===== src/rtl/pc_fetch_sequencer_pkg.sv =====
// Shared definitions for the PC / instruction-fetch sequencer:
// fetch FSM state encoding, the canonical NOP word and the default vectors.
package pc_fetch_sequencer_pkg;

    typedef enum logic [2:0] {
        IDLE = 3'd0,
        REQ  = 3'd1,
        WAIT = 3'd2,
        HOLD = 3'd3,
        KILL = 3'd4
    } fetch_state_t;

    // addi x0, x0, 0
    localparam logic [31:0] NOP_INSTR           = 32'h0000_0013;
    localparam logic [31:0] DEFAULT_RESET_VECTOR = 32'h0000_0000;
    localparam logic [31:0] DEFAULT_TRAP_VECTOR  = 32'h0000_0100;
    // Redirect targets are word aligned; the low two bits are cleared.
    localparam logic [31:0] WORD_ALIGN_MASK     = 32'hFFFF_FFFC;

endpackage


===== src/rtl/pc_fetch_sequencer_pc_incrementer.sv =====
// Sequential-PC adder: pc + 4 built as a ripple of 1-bit full adders.
// The carry out of bit 31 is intentionally dropped, so 0xFFFF_FFFC wraps to 0.
module pc_incrementer (
    input  logic [31:0] pc_i,
    output logic [31:0] pc_plus4_o
);

    localparam logic [31:0] INCREMENT = 32'h0000_0004;

    // 1-bit full adder, returns {carry_out, sum}
    function automatic logic [1:0] full_add(input logic a, input logic b, input logic cin);
        full_add = {(a & b) | (cin & (a ^ b)), a ^ b ^ cin};
    endfunction

    // Ripple the carry from bit 0 up to bit 31; the final carry is discarded
    always_comb begin : ripple
        logic       carry_v;
        logic [1:0] fa_v;
        carry_v    = 1'b0;
        fa_v       = 2'b00;
        pc_plus4_o = 32'h0000_0000;
        for (int i = 0; i < 32; i++) begin
            fa_v          = full_add(pc_i[i], INCREMENT[i], carry_v);
            pc_plus4_o[i] = fa_v[0];
            carry_v       = fa_v[1];
        end
    end

endmodule


===== src/rtl/pc_fetch_sequencer.sv =====
// Program counter owner and instruction-fetch sequencer.
// Issues one imem request at a time, holds the returned instruction for
// decode, and picks the next PC: trap vector > redirect target > pc+4.
// Optional feature macro: PC_FETCH_MISALIGN_TRAP_EN -- a redirect to a
// non-word-aligned target is turned into a trap and flagged on misalign_err.
// Without it, the target's low two bits are cleared and misalign_err is 0.
module pc_fetch_sequencer
    import pc_fetch_sequencer_pkg::*;
#(
    parameter logic [31:0] RESET_VECTOR = DEFAULT_RESET_VECTOR,
    parameter logic [31:0] TRAP_VECTOR  = DEFAULT_TRAP_VECTOR
) (
    input  logic        clk,
    input  logic        rst,
    output logic        imem_req,
    output logic [31:0] imem_addr,
    input  logic        imem_gnt,
    input  logic        imem_rvalid,
    input  logic [31:0] imem_rdata,
    output logic        if_valid,
    output logic [31:0] if_pc,
    output logic [31:0] if_instr,
    input  logic        if_ready,
    input  logic        redirect_valid,
    input  logic [31:0] redirect_pc,
    input  logic        trap_valid,
    output logic        misalign_err
);

    fetch_state_t state_q, state_d;
    logic [31:0]  pc_q, pc_d;
    logic [31:0]  if_pc_q, if_pc_d;
    logic [31:0]  if_instr_q, if_instr_d;
    logic [31:0]  pc_plus4_s;
    logic [31:0]  target_s;
    logic         flush_s;
    logic         misalign_s;

    pc_incrementer u_pc_incrementer (
        .pc_i       (pc_q),
        .pc_plus4_o (pc_plus4_s)
    );

    // Resolve the non-sequential target: trap beats redirect
    always_comb begin
        flush_s    = trap_valid | redirect_valid;
        target_s   = redirect_pc & WORD_ALIGN_MASK;
        misalign_s = 1'b0;
        if (trap_valid) begin
            target_s = TRAP_VECTOR;
        end else if (redirect_valid) begin
`ifdef PC_FETCH_MISALIGN_TRAP_EN
            if (redirect_pc[1:0] != 2'b00) begin
                target_s   = TRAP_VECTOR;
                misalign_s = 1'b1;
            end else begin
                target_s   = redirect_pc & WORD_ALIGN_MASK;
                misalign_s = 1'b0;
            end
`else
            target_s   = redirect_pc & WORD_ALIGN_MASK;
            misalign_s = 1'b0;
`endif
        end else begin
            target_s   = redirect_pc & WORD_ALIGN_MASK;
            misalign_s = 1'b0;
        end
    end

    // FSM state register
    always_ff @(posedge clk or posedge rst) begin
        if (rst) begin
            state_q <= IDLE;
        end else begin
            state_q <= state_d;
        end
    end

    // FSM next-state: a flush with a response still owed detours through KILL
    always_comb begin
        state_d = state_q;
        case (state_q)
            IDLE: state_d = REQ;
            REQ: begin
                if (imem_gnt) begin
                    state_d = flush_s ? KILL : WAIT;
                end else begin
                    state_d = REQ;
                end
            end
            WAIT: begin
                if (imem_rvalid) begin
                    // a response arriving with the flush is simply dropped
                    state_d = flush_s ? REQ : HOLD;
                end else begin
                    state_d = flush_s ? KILL : WAIT;
                end
            end
            HOLD: begin
                if (flush_s || if_ready) begin
                    state_d = REQ;
                end else begin
                    state_d = HOLD;
                end
            end
            KILL: begin
                if (imem_rvalid) begin
                    state_d = REQ;
                end else begin
                    state_d = KILL;
                end
            end
            default: state_d = IDLE;
        endcase
    end

    // Next PC and the instruction capture for decode
    always_comb begin
        if (flush_s) begin
            pc_d = target_s;
        end else if ((state_q == HOLD) && if_ready) begin
            pc_d = pc_plus4_s;
        end else begin
            pc_d = pc_q;
        end

        if ((state_q == WAIT) && imem_rvalid && !flush_s) begin
            if_pc_d    = pc_q;
            if_instr_d = imem_rdata;
        end else begin
            if_pc_d    = if_pc_q;
            if_instr_d = if_instr_q;
        end
    end

    // Datapath registers
    always_ff @(posedge clk or posedge rst) begin
        if (rst) begin
            pc_q       <= RESET_VECTOR;
            if_pc_q    <= RESET_VECTOR;
            if_instr_q <= NOP_INSTR;
        end else begin
            pc_q       <= pc_d;
            if_pc_q    <= if_pc_d;
            if_instr_q <= if_instr_d;
        end
    end

`ifdef PC_FETCH_MISALIGN_TRAP_EN
    logic misalign_err_q, misalign_err_d;

    // One-cycle pulse whenever a misaligned redirect is converted to a trap
    always_comb begin
        misalign_err_d = misalign_s;
    end

    // Misalignment flag register
    always_ff @(posedge clk or posedge rst) begin
        if (rst) begin
            misalign_err_q <= 1'b0;
        end else begin
            misalign_err_q <= misalign_err_d;
        end
    end

    assign misalign_err = misalign_err_q;
`else
    logic unused_misalign_s;
    assign unused_misalign_s = misalign_s;
    assign misalign_err      = 1'b0;
`endif

    // Outputs decoded from state and registers only
    always_comb begin
        imem_req  = (state_q == REQ);
        imem_addr = pc_q;
        if_valid  = (state_q == HOLD);
        if_pc     = if_pc_q;
        if_instr  = if_instr_q;
    end

endmodule


===== config.mk =====
export PLATFORM = sky130hd
export DESIGN_NAME = pc_fetch_sequencer
export DESIGN_NICKNAME = d
export VERILOG_FILES = /design/src/rtl/pc_fetch_sequencer_pkg.sv /design/src/rtl/pc_fetch_sequencer_pc_incrementer.sv /design/src/rtl/pc_fetch_sequencer.sv
export SDC_FILE = /design/constraint.sdc
export NUM_CORES = 1
export LEC_CHECK = 0
export BUFFER_PORTS_ARGS = -buffer_cell sky130_fd_sc_hd__buf_2
export CORE_MARGIN = 1
export CORE_UTILIZATION = 47
export CTS_BUF_LIST = sky130_fd_sc_hd__clkbuf_4
export DETAILED_ROUTE_END_ITERATION = 8
export PLACE_DENSITY = 0.78
export SLEW_MARGIN = 20
export SYNTH_ARGS = -nofsm -noshare
export SYNTH_HDL_FRONTEND = slang
export SYNTH_SLANG_ARGS = --single-unit

===== constraint.sdc =====
create_clock -name clk -period 5.86 [get_ports clk]
set_input_delay 0.586 -clock clk [delete_from_list [all_inputs] [get_ports clk]]
set_output_delay 0.586 -clock clk [all_outputs]
set_load 0.05 [all_outputs]

[Word level (Yosys, flattened, before mapping)]
Index checks and enable logic that the tools add are counted.
Word-level totals
  bits in writable memories: 0
  ROM bits: 0
  memories kept: 0
  output and inout bits: 99
  bits in latches: 0
  register bits: 99
  logic and storage cells: 85
  input bits: 71
Operators by class
  $add $sub $neg: 0
  reductions and logical operators: 7
  div/mod/pow operators: 0
  muxes and demuxes: 10
  bitwise gates (word level): 59
  shifts and indexed selects: 0
  order comparisons: 0
  eq/ne operators: 4
  multipliers: 0
Operator list (number)
  2-to-1 mux 32 bit: 3
  XOR 1 bit: 29
  bitwise AND 1 bit: 28
  one-hot mux 3 bit (5 select lines): 1
  2-to-1 mux 3 bit: 4
  == test 3 x 2 -> 1 bit (second input constant): 2
  2-to-1 mux 2 bit: 2
  == test 3 x 1 -> 1 bit (second input constant): 1
  == test 3 bit (second input constant): 1
  logical AND 1 bit: 3
  zero test 3 bit: 1
  nonzero test 2 bit: 1
  zero test 1 bit: 1
  logical OR 1 bit: 1
  NOT 1 bit: 1
  bitwise OR 1 bit: 1

[Logic depth before layout (Yosys ltp)]
Gate-level depths: netlist of the first run.
  depth after elaboration: 31
  depth in mapped cells: 31
  mapped depth without buffers: 31

[Modules after synthesis]
A second synthesis of the first run with hierarchy kept.
Second synthesis, totals
  cell total of the unflattened synthesis: 372
  area, all modules: 4898.4 µm²
By module, submodules not included
  pc_fetch_sequencer: times used 1, area each 4520.6 µm², cells an instance 340, seq. area each 2481.1 µm²
  pc_incrementer: times used 1, area each 377.9 µm², cells an instance 32, seq. area each 0.0 µm²

[Worst setup path before layout of the first run]
No wires, ideal clock.
  path type: flip-flop to flip-flop
  start: register pc_q[2] (netlist: imem_addr[2])
  end: register pc_q[31] (netlist: imem_addr[31])
  stages on the path, launching flop included: 32
  clock period less this slack: 5.960 ns
  slack: -0.100 ns
  library setup time: 0.099 ns
  path buffers: 0
  data arrival time: 5.861 ns
  data required time: 5.761 ns
  cell sequence: dfrtp_1 > ha_1 > ha_1 > ha_1 > ha_1 > ha_1 > ha_1 > ha_1 > ha_1 > ha_1 > ha_1 > ha_1 > ha_1 > ha_1 > ha_1 > ha_1 > ha_1 > ha_1 > ha_1 > ha_1 > ha_1 > ha_1 > ha_1 > ha_1 > ha_1 > ha_1 > ha_1 > ha_1 > ha_1 > inv_1 > o21ai_0 > a311oi_1
Between the ends
  word-level cells in the longest chain between the ends: 31
RTL lines
  start: declaration: RTL line pc_fetch_sequencer.sv:31  | logic [31:0] pc_q, pc_d;
  start signal: assignment: RTL line pc_fetch_sequencer.sv:143  | pc_q <= pc_d;
  bitwise AND 1 bit (28 in a row): RTL line pc_fetch_sequencer_pc_incrementer.sv:12  | full_add = {(a & b) | (cin & (a ^ b)), a ^ b ^ cin};
  XOR 1 bit: RTL line pc_fetch_sequencer_pc_incrementer.sv:12
  2-to-1 mux 32 bit: RTL line pc_fetch_sequencer.sv:121  | end else if ((state_q == HOLD) && if_ready) begin
  2-to-1 mux 32 bit: RTL line pc_fetch_sequencer.sv:119  | if (flush_s) begin
Every way passes these cells. The select of a mux whose other input is x is not followed.
A chain may end at the register's enable or synchronous reset.

[Worst setup path after layout of the first run]
  start: register pc_q[2] (netlist: imem_addr[2])
  end: register pc_q[30] (netlist: imem_addr[30])
Between the ends
  word-level cells in the longest chain between the ends: 30
RTL lines (RTL line)
  bitwise AND 1 bit (27 in a row): pc_fetch_sequencer_pc_incrementer.sv:12
  XOR 1 bit: pc_fetch_sequencer_pc_incrementer.sv:12
  2-to-1 mux 32 bit: pc_fetch_sequencer.sv:121
  2-to-1 mux 32 bit: pc_fetch_sequencer.sv:119
Every way passes these cells. The select of a mux whose other input is x is not followed.

==> results of run 1 <==
## worst max path at each step
stage	startpoint	endpoint	slack [ns]
floorplan	imem_addr[2]	imem_addr[31]	0.01
global placement	imem_addr[2]	imem_addr[30]	-0.06
detailed placement	imem_addr[2]	imem_addr[31]	-0.17
CTS	imem_addr[2]	imem_addr[31]	0.002
global route	imem_addr[2]	imem_addr[30]	-0.02
finish	imem_addr[2]	imem_addr[30]	0.21
## logic make-up (layout without fill, tap and decap cells)
kind of cell | count (synthesis) | in the layout | share of synthesized area
buf+inv | 40 | 190 | 0.0678
xor+xnor | 1 | 1 | 0.00185
fa+ha+maj | 28 | 28 | 0.0741
other cells | 1 | 5 | 0.000794
flops | 95 | 95 | 0.504
simple gates | 125 | 125 | 0.138
mux | 63 | 63 | 0.198
compound gates | 10 | 10 | 0.0154
## registers in the layout, indices dropped and copies added, names as in the netlist
signal,cells
if_instr,32
imem_addr,30
if_pc,30
state_q,3
## metrics by stage
step	hold WS (ns)	utilization	std cells
after floorplan	0.563	-	367
after global placement	0.485	0.559	633
after detailed placement	0.487	0.559	633
after CTS	0.169	0.577	649
after global routing	0.182	0.584	650
final	0.174	0.584	650
## synth_stat cells
master / instances / share of area
o2111ai_1: 1 / 0.0019
a21oi_1: 1 / 0.0011
buf_4: 6 / 0.0095
and3_1: 1 / 0.0013
inv_1: 5 / 0.0040
o31ai_1: 1 / 0.0016
and4b_1: 1 / 0.0021
nor2_1: 29 / 0.023
a211oi_1: 1 / 0.0016
xnor2_1: 1 / 0.0019
clkbuf_1: 9 / 0.0071
buf_6: 3 / 0.0071
mux2_4: 60 / 0.19
nor4_1: 29 / 0.038
ha_1: 28 / 0.074
nand4b_1: 1 / 0.0019
dfstp_2: 3 / 0.017
o21bai_1: 1 / 0.0016
a22oi_1: 1 / 0.0016
buf_2: 9 / 0.0095
mux2_2: 3 / 0.0071
a311oi_1: 1 / 0.0019
nor3_1: 57 / 0.060
nor2b_1: 2 / 0.0026
buf_1: 1 / 0.00079
o211a_1: 1 / 0.0021
and4_4: 1 / 0.0024
buf_12: 7 / 0.030
or3_1: 1 / 0.0013
nor3_4: 1 / 0.0034
o21ai_0: 2 / 0.0021
conb_1: 1 / 0.00079
nand2_1: 2 / 0.0016
dfrtp_1: 92 / 0.49
## critical path: cells and delay by family (launching register included)
family / cells / cell delay [ns]
simple gates: 2 / 0.27
fa+ha+maj: 28 / 4.82
flops: 1 / 0.45
## routing by layer
layer / wire (um) / global-route usage
met5: 0 / 0
met4: 122 / 0.0593
met2: 5010 / 0.322
met3: 638 / 0.0540
met1: 4550 / 0.249
## placed cells by master, fill, tap and decap left out, types with 2 or more instances in the layout
cell | synthesis | layout
nor3_1 | 57 | 56
conb_1 | 1 | 5
nor4_1 | 29 | 28
clkbuf_4 | 0 | 11
dfstp_2 | 3 | 3
ha_1 | 28 | 7
dfrtp_1 | 92 | 90
nor2_1 | 29 | 29
buf_2 | 9 | 162
clkinv_4 | 0 | 2
nor2b_1 | 2 | 2
ha_2 | 0 | 20
nand2_1 | 2 | 2
inv_1 | 5 | 4
dfrtp_2 | 0 | 2
mux2_4 | 60 | 60
buf_4 | 6 | 6
mux2_2 | 3 | 3
## power groups by stage
stage	logic, mW	clock network [mW]	registers [mW]
after floorplan	0.234	0	1.10
after global placement	0.645	0	0.819
after detailed placement	0.654	0	0.828
after CTS	0.657	0.371	0.816
after global routing	0.695	0.399	0.830
final	0.654	0.360	0.816
## repair_timing
action	4_1_cts	5_1_grt
setup endpoints to repair	3	3
resized for setup	11	14
pin swaps	1	1
## cell type report
cell class,instances,area [um2]
Clock buffer,11,82.6
Timing Repair Buffer,169,883
Tap cell,133,166
Multi-Input combinational cell,232,2110
Inverter,5,21.3
Sequential cell,95,2380
Fill cell,809,4060
Clock inverter,5,58.8
==> impl_metrics.env, run 1 <==
export IMPL_setup_viol=0
export IMPL_yosysWarnings=0
export IMPL_antenna_found_initial=0
export IMPL_leakage_nw=3.00
export IMPL_dp_slack_ns=-0.172
export IMPL_synth_cell_type_count=34
export IMPL_firstDrtPassIters=4
export IMPL_numCtsBuffers=9
export IMPL_max_cap_violations=0
export IMPL_avgSynthCellArea_um2=13.0
export IMPL_design_area_um2=5710
export IMPL_grt_usage=0.195
export IMPL_cpPeakStageDelay_ns=0.45
export IMPL_crit_type="flop to flop"
export IMPL_min_period_ns=5.65
export IMPL_cts_setup_buffers=0
export IMPL_die_x_um=102
export IMPL_crit_top_cell="ha_2"
export IMPL_skew_ns=0.0153
export IMPL_post_route_period_util=0.965
export IMPL_critPathSlowestCell="dfrtp_2"
export IMPL_clock_latency_ns=0.44
export IMPL_ys_ff_latch=95
export IMPL_hold_buffers=0
export IMPL_hold_path_class="primary input to async pin"
export IMPL_power_switching_share=0.404
export IMPL_hold_violations=0
export IMPL_die_h_um=102
export IMPL_critPathArrivalTime_ns=5.96
export IMPL_die_area_um2=10500
export IMPL_p_clk_frac=0.196
export IMPL_drt_wl_total_mm=10.3
export IMPL_cp_max_fo=2
export IMPL_placed_cell_area_um2=5470
export IMPL_p_int_mw=1.09
export IMPL_clk_path_buf_depth=2
export IMPL_cts_max_level=3
export IMPL_synth_area_um2=4730
export IMPL_overflow=0
export IMPL_power_frac_seq=0.446
export IMPL_port_buffers=162
export IMPL_status="completed"
export IMPL_cts_root_buf="clkbuf_4"
export IMPL_grt_max_degree=63
export IMPL_cts_sinks=95
export IMPL_grt_pass1_wl_mm=15.6
export IMPL_ant_nets=0
export IMPL_fin_nets=611
export IMPL_core_area_um2=9770
export IMPL_power_mw=1.83
export IMPL_area_growth_pct=20.8
export IMPL_synth_cells=363
export IMPL_r2r_end="imem_addr[30]"
export IMPL_finalSetupTns_ns=0
export IMPL_power_density_nw_per_um2=321
export IMPL_start_util=0.483
export IMPL_vias=3360
export IMPL_r2r_slack_ns=0.21
export IMPL_fin_ws_ns=0.206
export IMPL_p_comb_frac=0.357
export IMPL_r2r_start="imem_addr[2]"
export IMPL_rr_worst_depth=30
export IMPL_cp_required_ns=6.17
export IMPL_synth_seq_area_share=0.504
export IMPL_fp_row_count=36
export IMPL_place_gp_congestion=0.742
export IMPL_post_drt_via_cell_ratio=5.17
export IMPL_relSlewSlack=0.315
export IMPL_clk_pin_slew_ns=0.15
export IMPL_endpoint_kind="flop"
export IMPL_peakVddDrop_mv=0.187
export IMPL_drtIter0Drc=48
export IMPL_drive_above_1_share=0.540
export IMPL_n_antenna_cell=0
export IMPL_hpwlAfterDp_mm=7.07
export IMPL_tritoncts="yes"
export IMPL_io_pins=170
export IMPL_drc_errors=0
export IMPL_cp_start_kind="flop"
export IMPL_wl_per_cell_um=15.9
export IMPL_fmax_mhz=177
export IMPL_first_global_vias=3077
export IMPL_worst_pin_slew_ns=1.03
export IMPL_p_switching_mw=0.740
export IMPL_maxSlewViolCount=0
(Power assumes the default switching activity.)
==> run 2, diff against run 1 <==
--- a/config.mk
+++ b/config.mk
@@ -5,13 +5,13 @@
 export SDC_FILE = /design/constraint.sdc
 export NUM_CORES = 1
 export LEC_CHECK = 0
-export BUFFER_PORTS_ARGS = -buffer_cell sky130_fd_sc_hd__buf_2
 export CORE_MARGIN = 1
-export CORE_UTILIZATION = 47
+export CORE_UTILIZATION = 60
 export CTS_BUF_LIST = sky130_fd_sc_hd__clkbuf_4
 export DETAILED_ROUTE_END_ITERATION = 8
+export DONT_BUFFER_PORTS = 1
 export PLACE_DENSITY = 0.78
-export SLEW_MARGIN = 20
+export SLEW_MARGIN = 5
 export SYNTH_ARGS = -nofsm -noshare
 export SYNTH_HDL_FRONTEND = slang
 export SYNTH_SLANG_ARGS = --single-unit
==> impl_metrics.env, run 2 (same netlist as run 1, synthesis figures left out) <==
export IMPL_core_area_um2=7450
export IMPL_min_period_ns=5.63
export IMPL_die_area_um2=8240
export IMPL_rr_worst_depth=31
export IMPL_min_from="trap_valid"
export IMPL_drc_errors=0
export IMPL_critical_path_startpoint="imem_addr[3]"
export IMPL_io_pins=170
export IMPL_final_cell_mix="dfrtp_1, mux2_4, nor3_1, nor2_1, nor4_1"
export IMPL_vias=2822
export IMPL_overflow=0
export IMPL_r2r_end="imem_addr[31]"
export IMPL_fillers=575
export IMPL_fmax_mhz=178
export IMPL_crit_type="flop to flop"
export IMPL_first_global_vias=2912
export IMPL_post_route_util=0.651
export IMPL_cp_required_ns=6.20
export IMPL_grt_max_degree=66
export IMPL_cp_max_fo=2
export IMPL_critPathSlowestCell="dfrtp_2"
export IMPL_drive_above_1_share=0.335
export IMPL_r2r_start="imem_addr[3]"
export IMPL_r2r_slack_ns=0.23
export IMPL_max_cap_violations=0
export IMPL_status="completed"
export IMPL_hold_violations=0
export IMPL_firstDrtPassIters=4
export IMPL_n_antenna_cell=0
export IMPL_maxSlewViolCount=0
export IMPL_clk_path_buf_depth=2
export IMPL_wl_per_cell_um=21.2
export IMPL_relSlewSlack=0.156
export IMPL_grt_pass1_wl_mm=16.0
export IMPL_power_mw=1.69
export IMPL_port_buffers=0
export IMPL_cts_sinks=95
export IMPL_place_gp_congestion=0.711
export IMPL_setup_viol=0
export IMPL_skew_ns=0.0261
export IMPL_tritoncts="yes"
export IMPL_drt_wl_total_mm=9.73
export IMPL_crit_top_cell="ha_2"
export IMPL_fin_nets=455
export IMPL_hold_path_class="primary input to flop"
export IMPL_antenna_found_initial=0
export IMPL_worst_pin_slew_ns=1.26
export IMPL_rsz0062_at_grt="no"
export IMPL_clk_pin_slew_ns=0.15
export IMPL_final_common_cell="dfrtp_1"
export IMPL_critPathArrivalTime_ns=5.97
export IMPL_largest_reg_flops=32
export IMPL_cp_start_kind="flop"
export IMPL_drtIter0Drc=108
export IMPL_cp_endpoint="imem_addr[31]"
export IMPL_grt_usage=0.249
export IMPL_die_h_um=90.8
export IMPL_power_density_nw_per_um2=348
export IMPL_post_route_period_util=0.960
export IMPL_whs_ns=0.188
export IMPL_leakage_nw=2.25
export IMPL_peakVddDrop_mv=0.213
export IMPL_hpwlAfterDp_mm=6.53
export IMPL_start_util=0.635
export IMPL_ant_nets=0
export IMPL_clock_latency_ns=0.44
export IMPL_post_drt_via_cell_ratio=6.13
export IMPL_numCtsBuffers=9
export IMPL_cts_root_buf="clkbuf_4"
export IMPL_cts_max_level=3
export IMPL_cpPeakStageDelay_ns=0.43
export IMPL_endpoint_kind="flop"
export IMPL_die_x_um=90.8
export IMPL_area_growth_pct=2.54
export IMPL_fp_row_count=31
## run 2: routing by layer
layer	GRT usage	vias up	share of wire
li1	-	1283	-
met1	0.322	1411	0.44
met2	0.395	119	0.48
met3	0.0724	9	0.073
met4	0.0968	0	0.013
met5	0	-	0
## run 2: how the worst min path moves through the flow
stage	to	slack, ns	cells past startpoint
6_report	imem_addr[3]	0.19	1
5_1_grt	imem_addr[27]	0.15	1
4_1_cts	imem_addr[3]	0.15	1
3_5_place_dp	if_instr[30]	0.47	1
3_3_place_gp	if_instr[29]	0.45	1
2_1_floorplan	state_q[2]	0.56	2
## run 2: worst max-delay path, delay by kind of cell (launching register included)
family / cells / cell delay [ns]
compound gates: 2 / 0.33
flops: 1 / 0.43
fa+ha+maj: 28 / 4.70
buf+inv: 1 / 0.06
## run 2: per-stage QoR
| stage | setup slack [ns] | setup TNS [ns] | area (um2) | std cells |
|---|---|---|---|---|
| global route | 0.0150 | 0 | 4850 | 460 |
| finish | 0.232 | 0 | 4850 | 460 |
| floorplan | 0.0137 | 0 | 4740 | 367 |
| global placement | -0.0433 | -0.0435 | 4650 | 442 |
| detailed placement | -0.134 | -0.244 | 4650 | 442 |
| CTS | 0.00372 | 0 | 4810 | 459 |
## run 2: where the power goes
part	leakage, nW	internal (mW)	switching, mW
Sequential	1.27	0.743	0.371
Combinational	0.921	0.138	0.119
Clock	0.0590	0.0935	0.224
Total	2.25	0.974	0.714
## run 2: final cells by class
class,instances,area [um2],area share
repair buffers,13,100,0.0207
multi-input cells,232,2100,0.433
clock inverters,6,45.0,0.00930
inverters,5,21.3,0.00439
flip-flops and latches,95,2380,0.492
well taps,99,124,0.0256
clock buffers,10,75.1,0.0155
## run 2: repair_timing
| item | 4_1_cts | 5_1_grt |
|---|---|---|
| buffers inserted | 0 | 1 |
| setup endpoints to repair | 2 | 3 |
| endpoints found under the hold margin | 29 | 0 |
| resized for setup | 10 | 13 |
| pin swaps | 1 | 1 |
| hold buffers | 1 | 0 |
==> run 3, diff against run 2 <==
--- a/config.mk
+++ b/config.mk
@@ -5,12 +5,15 @@
 export SDC_FILE = /design/constraint.sdc
 export NUM_CORES = 1
 export LEC_CHECK = 0
+export CELL_PAD_IN_SITES_DETAIL_PLACEMENT = 1
+export CELL_PAD_IN_SITES_GLOBAL_PLACEMENT = 2
 export CORE_MARGIN = 1
-export CORE_UTILIZATION = 60
+export CORE_UTILIZATION = 38
 export CTS_BUF_LIST = sky130_fd_sc_hd__clkbuf_4
 export DETAILED_ROUTE_END_ITERATION = 8
 export DONT_BUFFER_PORTS = 1
-export PLACE_DENSITY = 0.78
+export PLACE_DENSITY = 0.77
+export SETUP_SLACK_MARGIN = 0.5
 export SLEW_MARGIN = 5
 export SYNTH_ARGS = -nofsm -noshare
 export SYNTH_HDL_FRONTEND = slang
==> impl_metrics.env, run 3 (same netlist as run 1, synthesis figures left out) <==
export IMPL_r2r_start="imem_addr[3]"
export IMPL_placed_cell_area_um2=4960
export IMPL_ant_nets=0
export IMPL_start_util=0.392
export IMPL_fin_nets=455
export IMPL_rr_worst_depth=31
export IMPL_met2_length_mm=5.17
export IMPL_die_x_um=114
export IMPL_setup_viol=0
export IMPL_cp_start_kind="flop"
export IMPL_clock_latency_ns=0.46
export IMPL_port_buffers=0
export IMPL_min_period_ns=5.26
export IMPL_post_route_period_util=0.898
export IMPL_crit_type="flop to flop"
export IMPL_crit_buf_inv=1
export IMPL_hpwlAfterDp_mm=7.08
export IMPL_hold_violations=0
export IMPL_wl_per_cell_um=20.4
export IMPL_max_cap_violations=0
export IMPL_grt_usage=0.174
export IMPL_cp_required_ns=6.23
export IMPL_fp_row_count=40
export IMPL_final_cell_mix="dfrtp_1, mux2_4, nor3_1, nor2_1"
export IMPL_largest_reg_flops=32
export IMPL_cp_depth=31
export IMPL_status="completed"
export IMPL_vias=2825
export IMPL_power_mw=1.74
export IMPL_crit_family="adder cells"
export IMPL_wl_met3_um=695
export IMPL_drc_errors=0
export IMPL_top_layer="met4"
export IMPL_drt_wl_total_mm=10.8
export IMPL_place_gp_congestion=0.730
export IMPL_cp_max_fo=2
export IMPL_die_h_um=114
export IMPL_cp_endpoint="imem_addr[31]"
export IMPL_cpPeakStageDelay_ns=0.45
export IMPL_r2r_end="imem_addr[31]"
export IMPL_drt_met1_wl_mm=4.78
export IMPL_power_density_nw_per_um2=331
export IMPL_firstDrtPassIters=4
export IMPL_area_growth_pct=11.3
export IMPL_clk_pin_slew_ns=0.14
export IMPL_grt_max_degree=82
export IMPL_hold_path_class="primary input to flop"
export IMPL_maxSlewViolCount=0
export IMPL_io_pins=170
export IMPL_cts_root_buf="clkbuf_4"
export IMPL_fillers=1245
export IMPL_tritoncts="yes"
export IMPL_fmax_mhz=190
export IMPL_cts_sinks=95
export IMPL_skew_ns=0.0158
export IMPL_endpoint_kind="flop"
export IMPL_leakage_nw=2.26
export IMPL_drtIter0Drc=96
export IMPL_overflow=0
export IMPL_die_area_um2=12900
export IMPL_r2r_slack_ns=0.60
export IMPL_final_common_cell="dfrtp_1"
export IMPL_drive_above_1_share=0.360
export IMPL_crit_top_cell="ha_4"
export IMPL_n_antenna_cell=0
export IMPL_core_area_um2=12100
export IMPL_design_area_um2=5260
export IMPL_finalSetupTns_ns=0
export IMPL_worst_pin_slew_ns=1.10
export IMPL_critical_path_startpoint="imem_addr[3]"
export IMPL_hold_path_depth=1
export IMPL_antenna_found_initial=0
export IMPL_first_global_vias=3111
export IMPL_peakVddDrop_mv=0.192
export IMPL_grt_pass1_wl_mm=17.3
export IMPL_clk_path_buf_depth=2
export IMPL_relSlewSlack=0.269
export IMPL_critPathSlowestCell="dfrtp_2"
export IMPL_numCtsBuffers=9
export IMPL_cts_max_level=3
export IMPL_rsz0062_at_grt="yes"
export IMPL_post_drt_via_cell_ratio=5.34
export IMPL_critPathArrivalTime_ns=5.63
run 3: cell count changes in the layout (fill, tap and decap cells not counted), sizes merged:
cell | before | now
clkinvlp | 3 | 2
bufinv | 0 | 1
run 3: area by class of cell:
cell class	instances	area [um2]	share of cell area
multi-input cells	232	2400	0.457
flip-flops and latches	95	2380	0.454
clock buffers	10	75.1	0.0143
well taps	168	210	0.0400
inverters	5	21.3	0.00405
repair buffers	13	100	0.0190
clock inverters	6	61.3	0.0117
run 3: how the worst min path moves through the flow:
stage | from | end | slack [ns]
final | trap_valid | imem_addr[9] | 0.18
after global routing | trap_valid | imem_addr[15] | 0.14
after CTS | trap_valid | imem_addr[23] | 0.14
after detailed placement | rst | if_pc[27] | 0.40
after global placement | rst | if_pc[27] | 0.39
after floorplan | state_q[0] | state_q[2] | 0.56
run 3: routing by layer:
metal  track usage  vias to the layer above
met1         0.225                     1430
li1              -                     1277
met4        0.0737                        0
met2         0.279                      108
met5             0                        -
met3        0.0430                       10
run 3: where the power goes:
group / switching [mW] / total, mW / internal, mW
logic: 0.116 / 0.256 / 0.141
clock network: 0.224 / 0.358 / 0.134
registers: 0.382 / 1.12 / 0.743
total: 0.722 / 1.74 / 1.02
run 3: metrics by stage:
stage | util | instances | setup slack (ns) | hold WS (ns)
after floorplan | - | 367 | 0.506 | 0.563
after global placement | 0.411 | 510 | 0.457 | 0.395
after detailed placement | 0.411 | 510 | 0.381 | 0.398
after CTS | 0.436 | 529 | 0.513 | 0.135
after global routing | 0.436 | 529 | 0.471 | 0.141
final | 0.436 | 529 | 0.600 | 0.179
run 3: what timing repair did:
item,CTS,global route
endpoints found under the setup margin,2,2
hold endpoints to repair,14,0
resized for setup,14,3
pin swaps,4,4
setup buffers,2,0
hold buffers,1,0
